`config.mk`:
```
export PLATFORM = sky130hd
export DESIGN_NAME = fpu_mmio_ctrl
export DESIGN_NICKNAME = d
export VERILOG_FILES = /design/src/rtl/fpu_mmio_ctrl.sv
export SDC_FILE = /design/constraint.sdc
export NUM_CORES = 1
export LEC_CHECK = 0
export ABC_AREA = 1
export CAP_MARGIN = 10
export CORE_MARGIN = 2
export CORE_UTILIZATION = 45
export CTS_CLUSTER_DIAMETER = 50
export DETAILED_ROUTE_END_ITERATION = 8
export GPL_ROUTABILITY_DRIVEN = 0
export GPL_TIMING_DRIVEN = 0
export PLACE_DENSITY = 0.74
export SETUP_SLACK_MARGIN = 0.15
export SYNTH_ARGS = -nofsm -noshare
export SYNTH_HDL_FRONTEND = slang
export SYNTH_SLANG_ARGS = --single-unit
```
`constraint.sdc`:
```
create_clock -name clk -period 1.9 [get_ports clk]
set_input_delay 0.38 -clock clk [delete_from_list [all_inputs] [get_ports clk]]
set_output_delay 0.38 -clock clk [all_outputs]
set_load 0.01 [all_outputs]
```
`src/rtl/fpu_mmio_ctrl.sv`:
```
// fpu_mmio_ctrl: bus front end that sequences one pipelined FPU operation.
//
// Register window (offsets from BASE_ADR, word select on DataAdr[12:2]):
//   0x00 A (RW)   0x04 B (RW)   0x08 CMD (WO, reads 0)
//   0x0C RESULT (RO)   0x10 STATUS (RO, W1C on [3:1])   0x14-0x1C reserved
// STATUS: [0] busy, [1] done, [2] err_busy, [3] err_timeout.
//
// Ports:
//   clk, reset        system clock, synchronous active-high reset
//   MemWrite          bus write strobe
//   DataAdr           bus byte address
//   WriteData         bus write data
//   ReadData          window read data (0 outside the window), combinational
//   fpu_hit           DataAdr inside the 32-byte window
//   fpu_start         one-cycle issue pulse to the FPU
//   fpu_op/a/b        opcode and operands held for the FPU
//   fpu_result        FPU result
//   fpu_valid         single-cycle FPU result strobe
//   irq               mirrors STATUS.done

module fpu_mmio_ctrl #(
   parameter logic [12:0] BASE_ADR = 13'h0600,
   parameter int          TIMEOUT  = 16,
   parameter int          OP_W     = 3
) (
   input  logic            clk,
   input  logic            reset,
   input  logic            MemWrite,
   input  logic [12:0]     DataAdr,
   input  logic [31:0]     WriteData,
   output logic [31:0]     ReadData,
   output logic            fpu_hit,
   output logic            fpu_start,
   output logic [OP_W-1:0] fpu_op,
   output logic [31:0]     fpu_a,
   output logic [31:0]     fpu_b,
   input  logic [31:0]     fpu_result,
   input  logic            fpu_valid,
   output logic            irq
);

   localparam int CNT_W = $clog2(TIMEOUT) + 1;
   localparam logic [CNT_W-1:0] CNT_LAST = CNT_W'(TIMEOUT - 1);

   typedef enum logic [1:0] {
      S_IDLE,
      S_ISSUE,
      S_WAIT
   } state_t;

   state_t state;
   state_t state_n;

   logic [31:0]      a_q;
   logic [31:0]      b_q;
   logic [31:0]      result_q;
   logic             done_q;
   logic             err_busy_q;
   logic             err_to_q;
   logic [CNT_W-1:0] cnt_q;

   // Word offset relative to the window base; the byte lane bits are
   // not part of the decode.
   logic [10:0] word_off;
   logic [2:0]  word_sel;
   logic        unused_lane;

   assign word_off    = DataAdr[12:2] - BASE_ADR[12:2];
   assign word_sel    = word_off[2:0];
   assign fpu_hit     = (word_off[10:3] == 8'd0);
   assign unused_lane = ^DataAdr[1:0];

   logic wr_a;
   logic wr_b;
   logic wr_cmd;
   logic wr_st;

   assign wr_a   = MemWrite && fpu_hit && (word_sel == 3'd0);
   assign wr_b   = MemWrite && fpu_hit && (word_sel == 3'd1);
   assign wr_cmd = MemWrite && fpu_hit && (word_sel == 3'd2);
   assign wr_st  = MemWrite && fpu_hit && (word_sel == 3'd4);

   logic cmd_go;
   logic cmd_rej;
   logic fin_ok;
   logic fin_to;

   // An opcode of zero is a no-op and never leaves IDLE.
   assign cmd_go  = wr_cmd && (state == S_IDLE) &&
                    (WriteData[OP_W-1:0] != '0);
   assign cmd_rej = wr_cmd && (state != S_IDLE);
   // A valid result beats the watchdog on the same edge.
   assign fin_ok  = (state == S_WAIT) && fpu_valid;
   assign fin_to  = (state == S_WAIT) && !fpu_valid &&
                    (cnt_q == CNT_LAST);

   always_ff @(posedge clk) begin
      if (reset) begin
         state <= S_IDLE;
      end else begin
         state <= state_n;
      end
   end

   always_comb begin
      state_n   = state;
      fpu_start = 1'b0;
      unique case (state)
         S_IDLE: begin
            if (cmd_go) begin
               state_n = S_ISSUE;
            end
         end
         S_ISSUE: begin
            fpu_start = 1'b1;
            state_n   = S_WAIT;
         end
         S_WAIT: begin
            if (fin_ok || fin_to) begin
               state_n = S_IDLE;
            end
         end
         default: begin
            state_n = S_IDLE;
         end
      endcase
   end

   always_ff @(posedge clk) begin
      if (reset) begin
         a_q        <= '0;
         b_q        <= '0;
         result_q   <= '0;
         fpu_a      <= '0;
         fpu_b      <= '0;
         fpu_op     <= '0;
         done_q     <= 1'b0;
         err_busy_q <= 1'b0;
         err_to_q   <= 1'b0;
         cnt_q      <= '0;
      end else begin
         if (wr_a) begin
            a_q <= WriteData;
         end
         if (wr_b) begin
            b_q <= WriteData;
         end

         // Operands come from the registers as they were before this
         // edge, so an A/B write on the CMD edge is not seen.
         if (cmd_go) begin
            fpu_a  <= a_q;
            fpu_b  <= b_q;
            fpu_op <= WriteData[OP_W-1:0];
         end

         if (state == S_ISSUE) begin
            cnt_q <= '0;
         end else if (state == S_WAIT) begin
            cnt_q <= cnt_q + 1'b1;
         end

         if (fin_ok) begin
            result_q <= fpu_result;
         end

         // Hardware set has priority over software clear.
         if (cmd_go) begin
            done_q <= 1'b0;
         end else if (fin_ok) begin
            done_q <= 1'b1;
         end else if (wr_st && WriteData[1]) begin
            done_q <= 1'b0;
         end

         if (cmd_rej) begin
            err_busy_q <= 1'b1;
         end else if (wr_st && WriteData[2]) begin
            err_busy_q <= 1'b0;
         end

         if (cmd_go) begin
            err_to_q <= 1'b0;
         end else if (fin_to) begin
            err_to_q <= 1'b1;
         end else if (wr_st && WriteData[3]) begin
            err_to_q <= 1'b0;
         end
      end
   end

   logic [31:0] status_w;

   assign status_w = {28'd0, err_to_q, err_busy_q, done_q,
                      (state != S_IDLE)};

   always_comb begin
      ReadData = '0;
      if (fpu_hit) begin
         case (word_sel)
            3'd0:    ReadData = a_q;
            3'd1:    ReadData = b_q;
            3'd3:    ReadData = result_q;
            3'd4:    ReadData = status_w;
            default: ReadData = '0;
         endcase
      end
   end

   assign irq = done_q;

endmodule
```
==> run_results.csv, run 1 <==
group,metric,value,unit
placement,dp.cells,1379,
setup_path,cp-end-kind,"output pin",
hold_path,whs_path_depth,3,
setup_path,required,1.52,ns
logic_synthesis,ys_types,25,
power,power,7.67,mW
logic_synthesis,yosys.area.top_type,"dfxtp_1",
hold_path,min_from,"WriteData[0]",
clock_tree,cts_buffers,17,
logic_synthesis,synth_edf_count,0,
logic_synthesis,ys_top_cells_by_count,"nand2_1 (276), dfxtp_1 (173), nand4_1 (125)",
hold_path,min_to,"fpu_op[0]",
die,fp-row-count,46,
logic_synthesis,synth_warnings,0,
hold_path,hp-class,"input pin to flip-flop",
logic_synthesis,syn_area,7330,um^2
power,p_leak,4.25,nW
logic_synthesis,avgSynthCellArea,7.44,um^2
power,peakVddDrop,0.000669,V
timing,clock_skew,0.00804,ns
cells_and_area,n_fill_cell,1227,
logic_synthesis,ys_ff_latch,173,
logic_synthesis,async_flop_share,0,
placement,dp_hpwl,18800,um
setup_path,r2r_cells,9,
power,powerDensity,685,nW/um^2
route,drtIter0Drc,1036,
clock_tree,h-tree-depth,4,
die,die_w,132,um
setup_path,worst_setup_path_start_kind,"input pin",
cells_and_area,area_delta_synth_final,52.8,%
placement,numPortBuffers,178,
global_routing,first_global_vias,7796,
timing,fmax,520,MHz
route,totalWireLength,27400,um
die,die_area,17300,um^2
cells_and_area,seqCellArea,3460,um^2
logic_synthesis,synthTopCellsByArea,"dfxtp_1 (47%), nand2_1 (14%), nand4_1 (11%)",
die,core_area,15900,um^2
setup_path,r2r_start,"state[0]",
clock_tree,clk_latency,0.44,ns
setup_path,path_class,"input pin to output pin",
cells_and_area,nets,1298,
global_routing,antenna_found_initial,1,
route,drc,0,
timing,fin_crit,1.92,ns
timing,tns,-0.0728,ns
route,routedWlPerCell,19.0,um
timing,worst-slew-pin-transition,0.577,ns
cells_and_area,multi_input_area,3990,um^2
timing,rsz0062_at_grt,"yes",
logic_synthesis,syn_nets,1068,
global_routing,grt.overflow.total,0,
timing,relSlewSlack,0.616,
clock_tree,cts_sinks,173,
timing,finalMaxSlewViolations,0,
flow_run,drv_cap,0,
die,die-height,132,um
timing,hold_violations,0,
global_routing,grt_max_degree,17,
cells_and_area,layout.cells.non_filler,1444,
global_routing,track_usage,0.308,
status,violations,"setup timing",
route,postRouteAntennaNets,0,
clock_tree,root_buffer,"clkbuf_16",
logic_synthesis,synth_ff_type,"dfxtp_1",
clock_tree,ctsHoldBuffers,0,
cells_and_area,antenna_cells,0,
route,drt-pass1-iter-count,6,
setup_path,rr_endpoint,"fpu_a[28]",
timing,finalCritPeriodShare,1.01,
clock_tree,tritoncts,"done",
route,via_per_inst,5.77,
logic_synthesis,synth_cells,985,
timing,finalSetupViolations,7,
die,start_util,0.462,
setup_path,crit_fanout,8,
status,outcome,"finished, violations left",
route,vias,8325,
die,num_io_pins,183,
logic_synthesis,synthMostInstantiatedCell,"nand2_1",
setup_path,cp.arrival,1.54,ns
global_routing,grt_pass1_wl,42200,um
timing,setup_slack,-0.0217,ns
cells_and_area,drive_gt1_frac,0.217,
logic_synthesis,synth_top_area_frac,0.472,
clock_tree,clock_path_buffers,2,
clock_tree,clkTransAtPathRegs,0.07,ns
setup_path,r2r_slack,0.24,ns
logic_synthesis,seq_area_frac_synth,0.472,
==> area by class of cell <==
type	count	area share
buffer	94	0.0567
timing repair buffer	211	0.190
clock buffer	18	0.0392
tap	216	0.0241
sequential	173	0.309
multi-input combinational	690	0.356
inverter	28	0.0109
clock inverter	14	0.0131
==> layout by cell type (no fill, tap or decap), drive strengths merged <==
master / count
a31oi: 29
ha: 2
inv: 27
o21ai: 10
nand4: 126
o22ai: 4
buf: 124
dlymetal6s2s: 10
xor2: 1
nand2: 276
dfxtp: 173
nand3: 102
clkinvlp: 6
clkinv: 7
o21bai: 1
a21oi: 93
dlygate4sd2: 3
clkdlybuf4s50: 121
nor3: 1
nor2: 45
clkbuf: 65
bufinv: 2
==> per-stage QoR <==
stage	worst slack [ns]	hold slack [ns]	utilization	instance area (um^2)
2_1_floorplan	0.162	0.424	-	7330
3_3_place_gp	-1.26	0.439	0.591	9380
3_5_place_dp	-1.27	0.446	0.591	9380
4_1_cts	-0.00948	0.345	0.685	10900
5_1_grt	-0.0415	0.325	0.705	11200
6_report	-0.0217	0.298	0.705	11200
==> cells by family (layout without fill, tap and decap cells) <==
logic type	count (synthesis)	after routing	synth area share
adder cells (fa/ha/maj)	2	2	0.00341
AO/OA/AOI/OAI	137	137	0.101
AND/OR/NAND/NOR	550	550	0.347
XOR/XNOR	1	1	0.00119
buffers and inverters	122	365	0.0754
flip-flops	173	173	0.472
==> routing by layer <==
metal  up-vias  share of wire  GRT usage
met5         -              0          0
met4         0          0.037      0.119
met3        97           0.11     0.0625
met2       581           0.46      0.499
met1      3782           0.40      0.406
li1       3865              -          -
==> worst max-delay path, stage by stage <==
cell	delay [ns]
buf_6	0.12
nor2_4	0.15
buf_6	0.12
inv_2	0.05
nand2_4	0.09
nand2_8	0.10
clkbuf_16	0.19
a31oi_4	0.17
buf_2	0.16
==> report_power, final <==
part	leakage [nW]	switching [mW]	internal (mW)
Combinational	2.58	0.312	0.233
Sequential	1.39	0.000323	3.63
Clock	0.270	1.54	1.97
Total	4.25	1.85	5.82
==> worst max-delay path by stage <==
stage,start,endpoint,slack (ns),cells after the start
2_1_floorplan,DataAdr[8],ReadData[25],0.16,7
3_3_place_gp,DataAdr[10],ReadData[28],-1.26,10
3_5_place_dp,DataAdr[10],ReadData[25],-1.27,10
4_1_cts,DataAdr[5],ReadData[6],-0.009,9
5_1_grt,DataAdr[3],ReadData[11],-0.04,9
6_report,DataAdr[3],ReadData[6],-0.02,9
==> state kept, by name (all words and copies together) (netlist names) <==
register,count
a_q,32
b_q,32
cnt_q,5
err_busy_q,1
err_to_q,1
fpu_a,32
fpu_b,32
fpu_op,3
irq,1
result_q,32
state,2
==> repair_timing <==
action | 4_1_cts | 5_1_grt
setup buffers | 20 | 5
gates cloned | 7 | 1
setup endpoints to repair | 76 | 76
resized for setup | 352 | 69
pin swaps | 40 | 22
Note: power is estimated with default switching activity, not from simulation.
==> run 2, diff against run 1 <==
- ABC_AREA: 1 -> unset
- PLACE_DENSITY: 0.74 -> 0.75
- SKIP_LAST_GASP: unset -> 1
- clock period: 1.9 -> 1.95 ns (I/O delays scaled with it)
==> run 2 against run 1 <==
Compared with the run above: the flow still finishes with violations (setup timing); core utilization decreased by 1.9 points; register-to-register slack got worse by 0.02 ns; clock skew decreased by 0.0032 ns; sequential share of layout area increased by 3.6 points; largest cell class is now registers; largest power group unchanged.
==> run_results.csv, run 2 <==
group,metric,value,unit
status,outcome,"finished, violations left",
status,violations,"setup timing",
global_routing,grt_max_degree,17,
logic_synthesis,ys_types,42,
power,p_leak,3.97,nW
timing,finalMaxSlewViolations,0,
route,drc,0,
setup_path,r2r_start,"state[0]",
timing,rsz0062_at_grt,"yes",
die,fp-row-count,44,
placement,numPortBuffers,177,
logic_synthesis,avgSynthCellArea,8.90,um^2
global_routing,first_global_vias,5916,
route,postRouteAntennaNets,0,
route,drt-pass1-iter-count,5,
die,die_area,16100,um^2
logic_synthesis,synthMostInstantiatedCell,"dfxtp_1",
global_routing,grt_use_met2,0.414,
power,power,7.08,mW
global_routing,grt.overflow.total,0,
cells_and_area,final_common_cell,"dfxtp_1",
timing,fmax,463,MHz
die,core_area,14600,um^2
cells_and_area,final_area,10000,um^2
clock_tree,cts_sinks,173,
clock_tree,cts_buffers,17,
setup_path,crit_family,"buffers and inverters",
logic_synthesis,yosys.area.top_type,"dfxtp_1",
timing,finalCritPeriodShare,1.11,
timing,tns,-4.91,ns
clock_tree,clk_latency,0.43,ns
clock_tree,clock_path_buffers,2,
hold_path,hp-class,"input pin to flip-flop",
route,totalWireLength,20900,um
logic_synthesis,async_flop_share,0,
cells_and_area,multi_input_area,3330,um^2
logic_synthesis,synth_edf_count,0,
cells_and_area,n_fill_cell,1181,
placement,place_area,8980,um^2
placement,dp_hpwl,14200,um
setup_path,path_common_cell,"buf_6",
global_routing,antenna_found_initial,0,
clock_tree,ctsHoldBuffers,0,
setup_path,crit_start,"DataAdr[5]",
power,peakVddDrop,0.000626,V
logic_synthesis,synth_warnings,0,
clock_tree,tritoncts,"done",
clock_tree,root_buffer,"clkbuf_16",
logic_synthesis,synthTopCellsByArea,"dfxtp_1 (51%), mux2i_1 (8.9%), a22o_1 (8.7%)",
logic_synthesis,syn_area,6770,um^2
global_routing,grt.busiest_layer,"met2",
cells_and_area,final_util,0.686,
logic_synthesis,ys_top_cells_by_count,"dfxtp_1 (173), nand2_1 (133), a21oi_1 (97), nor2_1 (97), a22o_1 (67)",
placement,dp_worst_setup_slack,-1.32,ns
power,powerDensity,705,nW/um^2
route,drtIter0Drc,489,
placement,dp.cells,1122,
flow_run,drv_cap,0,
setup_path,cp-end-kind,"output pin",
die,die-height,127,um
setup_path,worst_setup_path_start_kind,"input pin",
timing,fin_crit,2.16,ns
timing,worst-slew-pin-transition,0.653,ns
clock_tree,clkTransAtPathRegs,0.06,ns
route,routedWlPerCell,17.9,um
cells_and_area,seqCellArea,3470,um^2
setup_path,path_cells,"buf_6, nor4_4, nand2_2, a211o_1, clkbuf_16, buf_12, nor2_4, buf_6",
timing,clock_skew,0.00485,ns
timing,fin_hold_ws,0.413,ns
route,via_per_inst,5.35,
timing,hold_violations,0,
route,vias,6248,
global_routing,grt_pass1_wl,32200,um
cells_and_area,nets,1059,
clock_tree,h-tree-depth,4,
setup_path,crit_fanout,6,
setup_path,cp_slowest_cell,"nor4_4",
timing,finalSetupViolations,29,
global_routing,grt_use_met1,0.337,
logic_synthesis,synth_cells,761,
cells_and_area,final_cell_mix,"dfxtp_1 (165), nand2_1 (133), clkdlybuf4s50_1 (129)",
hold_path,min_from,"WriteData[2]",
setup_path,cp.arrival,1.77,ns
logic_synthesis,seq_area_frac_synth,0.511,
setup_path,critPathMaxStageDelay,0.34,ns
cells_and_area,antenna_cells,0,
die,start_util,0.463,
global_routing,track_usage,0.258,
cells_and_area,area_delta_synth_final,48.3,%
logic_synthesis,synth_ff_type,"dfxtp_1",
setup_path,cp_num_buf_inv,4,
logic_synthesis,synth_top_area_frac,0.511,
global_routing,use_met3,0.0738,
setup_path,required,1.56,ns
timing,setup_slack,-0.211,ns
die,die_w,127,um
logic_synthesis,ys_ff_latch,173,
timing,relSlewSlack,0.564,
cells_and_area,drive_gt1_frac,0.199,
cells_and_area,layout.cells.non_filler,1168,
logic_synthesis,syn_nets,844,
setup_path,path_class,"input pin to output pin",
die,num_io_pins,183,
-- run 2: cell type report --
| class | instances | share of cell area |
|---|---|---|
| Buffer | 62 | 0.0474 |
| Multi-Input combinational cell | 519 | 0.332 |
| Tap cell | 184 | 0.0229 |
| Clock inverter | 2 | 0.00349 |
| Timing Repair Buffer | 197 | 0.197 |
| Inverter | 6 | 0.00249 |
| Sequential cell | 173 | 0.346 |
| Clock buffer | 25 | 0.0493 |
-- run 2: worst reg2reg max path, delay by kind of cell (launching register included) --
family	cells	cell delay [ns]
flip-flops	1	0.32
buffers and inverters	4	0.53
AO/OA/AOI/OAI	2	0.54
AND/OR/NAND/NOR	2	0.24
-- run 2: final timing paths --
kind / cells past startpoint / endpoint / slack [ns]
worst min register to register: 2 / result_q[10] / 0.46
worst min-delay path: 2 / fpu_op[2] / 0.41
worst max register to register: 8 / fpu_b[11] / 0.22
worst max-delay path: 8 / ReadData[15] / -0.21
-- run 2: report_power, final --
part / total, mW / switching, mW / leakage [nW] / internal [mW]
Combinational: 0.393 / 0.195 / 2.32 / 0.198
Clock: 3.15 / 1.30 / 0.261 / 1.86
Sequential: 3.53 / 0.000233 / 1.40 / 3.53
Total: 7.08 / 1.49 / 3.97 / 5.59
-- run 2: metal layers --
layer	routed length [um]	up-vias
li1	-	3029
met1	9150	2964
met2	9870	226
met3	1540	29
met4	347	0
met5	0	-
-- run 2: cells by family after synthesis --
kind of cell,synth area share
and+or+nand+nor,0.167
AOI/OAI and AO/OA,0.179
DFF,0.511
buffers and inverters,0.0425
muxes,0.0953
adders and majority gates,0.00369
xor gates and xnor gates,0.00129
-- run 2: repair_timing --
item | in CTS | in global routing
resized for setup | 283 | 44
setup endpoints to repair | 194 | 111
setup buffers | 10 | 8
gates cloned | 3 | 0
pin swaps | 32 | 17
==> run 3, diff against run 2 <==
- ABC_AREA: unset -> 1
- CORE_ASPECT_RATIO: unset -> 1.5
- PLACE_DENSITY: 0.75 -> 0.74
- REMOVE_ABC_BUFFERS: unset -> 1
==> run 3 against run 2 <==
Compared with the run above: count of clock-buffer cells in the layout fell by 7; the run still ends with setup timing left; critical endpoint is now ReadData[21]; highest routed layer unchanged; first-iteration DRC count rose by 45%; critical path type unchanged; clock skew rose by 0.011 ns.
==> run_results.csv, run 3 (same netlist as run 1, synthesis figures left out) <==
group,metric,value,unit
status,outcome,"finished, violations left",
status,violations,"setup timing",
die,die_w,108,um
hold_path,hp-class,"input pin to flip-flop",
timing,relSlewSlack,0.437,
die,start_util,0.457,
cells_and_area,nets,1252,
clock_tree,clock_path_buffers,2,
setup_path,worst_setup_path_start_kind,"input pin",
power,power,7.42,mW
cells_and_area,area_delta_synth_final,55.4,%
clock_tree,cts_buffers,17,
setup_path,cp.arrival,1.58,ns
clock_tree,clk_latency,0.43,ns
timing,finalMaxSlewViolations,0,
timing,fmax,507,MHz
clock_tree,cts_sinks,173,
cells_and_area,final_util,0.710,
timing,tns,-0.0559,ns
global_routing,first_global_vias,8089,
route,postRouteAntennaNets,0,
die,num_io_pins,183,
setup_path,crit_start,"DataAdr[7]",
cells_and_area,final_common_cell,"nand2_1",
die,core_area,16000,um^2
cells_and_area,n_fill_cell,1231,
placement,dp_worst_setup_slack,-1.85,ns
power,p_leak,4.11,nW
timing,hold_violations,0,
route,drc,0,
setup_path,required,1.56,ns
route,routedWlPerCell,22.1,um
die,die_area,17400,um^2
clock_tree,tritoncts,"done",
power,peakVddDrop,0.000488,V
flow_run,drv_cap,0,
global_routing,grt_max_degree,108,
die,die-height,160,um
setup_path,cp-end-kind,"output pin",
setup_path,r2r_start,"state[0]",
setup_path,r2r_cells,7,
timing,clock_skew,0.0162,ns
timing,worst-slew-pin-transition,0.844,ns
timing,rsz0062_at_grt,"yes",
timing,fin_crit,1.97,ns
route,vias,8487,
setup_path,r2r_slack,0.25,ns
clock_tree,root_buffer,"clkbuf_16",
cells_and_area,final_cell_mix,"nand2_1 (248), dfxtp_1 (173), clkdlybuf4s50_1 (131)",
clock_tree,clkTransAtPathRegs,0.07,ns
timing,finalCritPeriodShare,1.01,
cells_and_area,drive_gt1_frac,0.205,
setup_path,crit_path_end,"ReadData[21]",
setup_path,rr_endpoint,"result_q[20]",
global_routing,grt.overflow.total,0,
global_routing,antenna_found_initial,1,
clock_tree,ctsHoldBuffers,0,
clock_tree,h-tree-depth,4,
setup_path,path_class,"input pin to output pin",
route,totalWireLength,30700,um
timing,finalSetupViolations,6,
setup_path,crit_fanout,8,
timing,setup_slack,-0.0238,ns
power,powerDensity,651,nW/um^2
route,drt-pass1-iter-count,5,
die,fp-row-count,57,
global_routing,track_usage,0.330,
route,drtIter0Drc,709,
global_routing,grt_pass1_wl,43900,um
route,via_per_inst,6.11,
placement,numPortBuffers,180,
placement,dp_hpwl,14000,um
timing,fin_hold_ws,0.346,ns
run 3: cell count changes in the layout (fill, tap and decap cells not counted), moves of 15 or more:
cell      change
a21oi_2      -15
a22o_1       -67
a31oi_4      +24
clkbuf_1     -20
mux2i_1      -60
nand2_1     +115
nand2_2      +18
nand3_1      +94
nand4_1     +122
nor2_1       -35
nor2_4       -15
run 3: per-layer routing:
layer	global-route usage	vias up	wire (um)
met5	0	-	0
met3	0.0475	141	2690
li1	-	3805	-
met1	0.383	3989	10800
met2	0.552	552	15200
met4	0.224	0	2010
run 3: worst min-delay path by stage:
| stage | slack [ns] | endpoint | startpoint | cells past startpoint |
|---|---|---|---|---|
| floorplan | 0.43 | result_q[0] | result_q[0] | 2 |
| global placement | 0.44 | result_q[0] | result_q[0] | 2 |
| detailed placement | 0.45 | result_q[2] | result_q[2] | 2 |
| CTS | 0.41 | state[0] | reset | 2 |
| global route | 0.34 | a_q[29] | reset | 2 |
| finish | 0.35 | b_q[29] | reset | 2 |
run 3: metrics by stage:
step           area [um^2]  std cells
3_3_place_gp          8940       1277
3_5_place_dp          9180       1287
4_1_cts              10900       1369
2_1_floorplan         6880        891
5_1_grt              11400       1389
6_report             11400       1390
run 3: worst max-delay path, cell delays in order:
cell and delay, ns:
buf_2 0.10, nor2_2 0.11, nand2_2 0.08, nor2_4 0.13
buf_12 0.15, nand2_8 0.10, buf_16 0.19, a31oi_1 0.14
buf_2 0.17
run 3: final cells by class:
class	instances	area, um^2	area share
timing repair buffer	243	2760	0.243
inverter	28	155	0.0136
clock buffer	18	439	0.0386
timing repair inverter	6	72.6	0.00637
clock inverter	14	125	0.0110
sequential	173	3460	0.304
multi-input combinational	700	4110	0.361
antenna	2	5.00	0.000439
tap	206	258	0.0226
run 3: repair_timing:
action / in CTS / in global routing
setup buffers: 30 / 12
cloned: 20 / 7
pin swaps: 42 / 13
gates resized for setup: 329 / 39
endpoints found under the setup margin: 202 / 186
run 3: report_power, final:
group / total [mW] / internal (mW) / switching, mW / leakage, nW
Sequential: 3.53 / 3.53 / 0.000264 / 1.39
Clock: 3.30 / 1.72 / 1.58 / 0.272
Combinational: 0.590 / 0.242 / 0.348 / 2.44
Total: 7.42 / 5.49 / 1.93 / 4.11
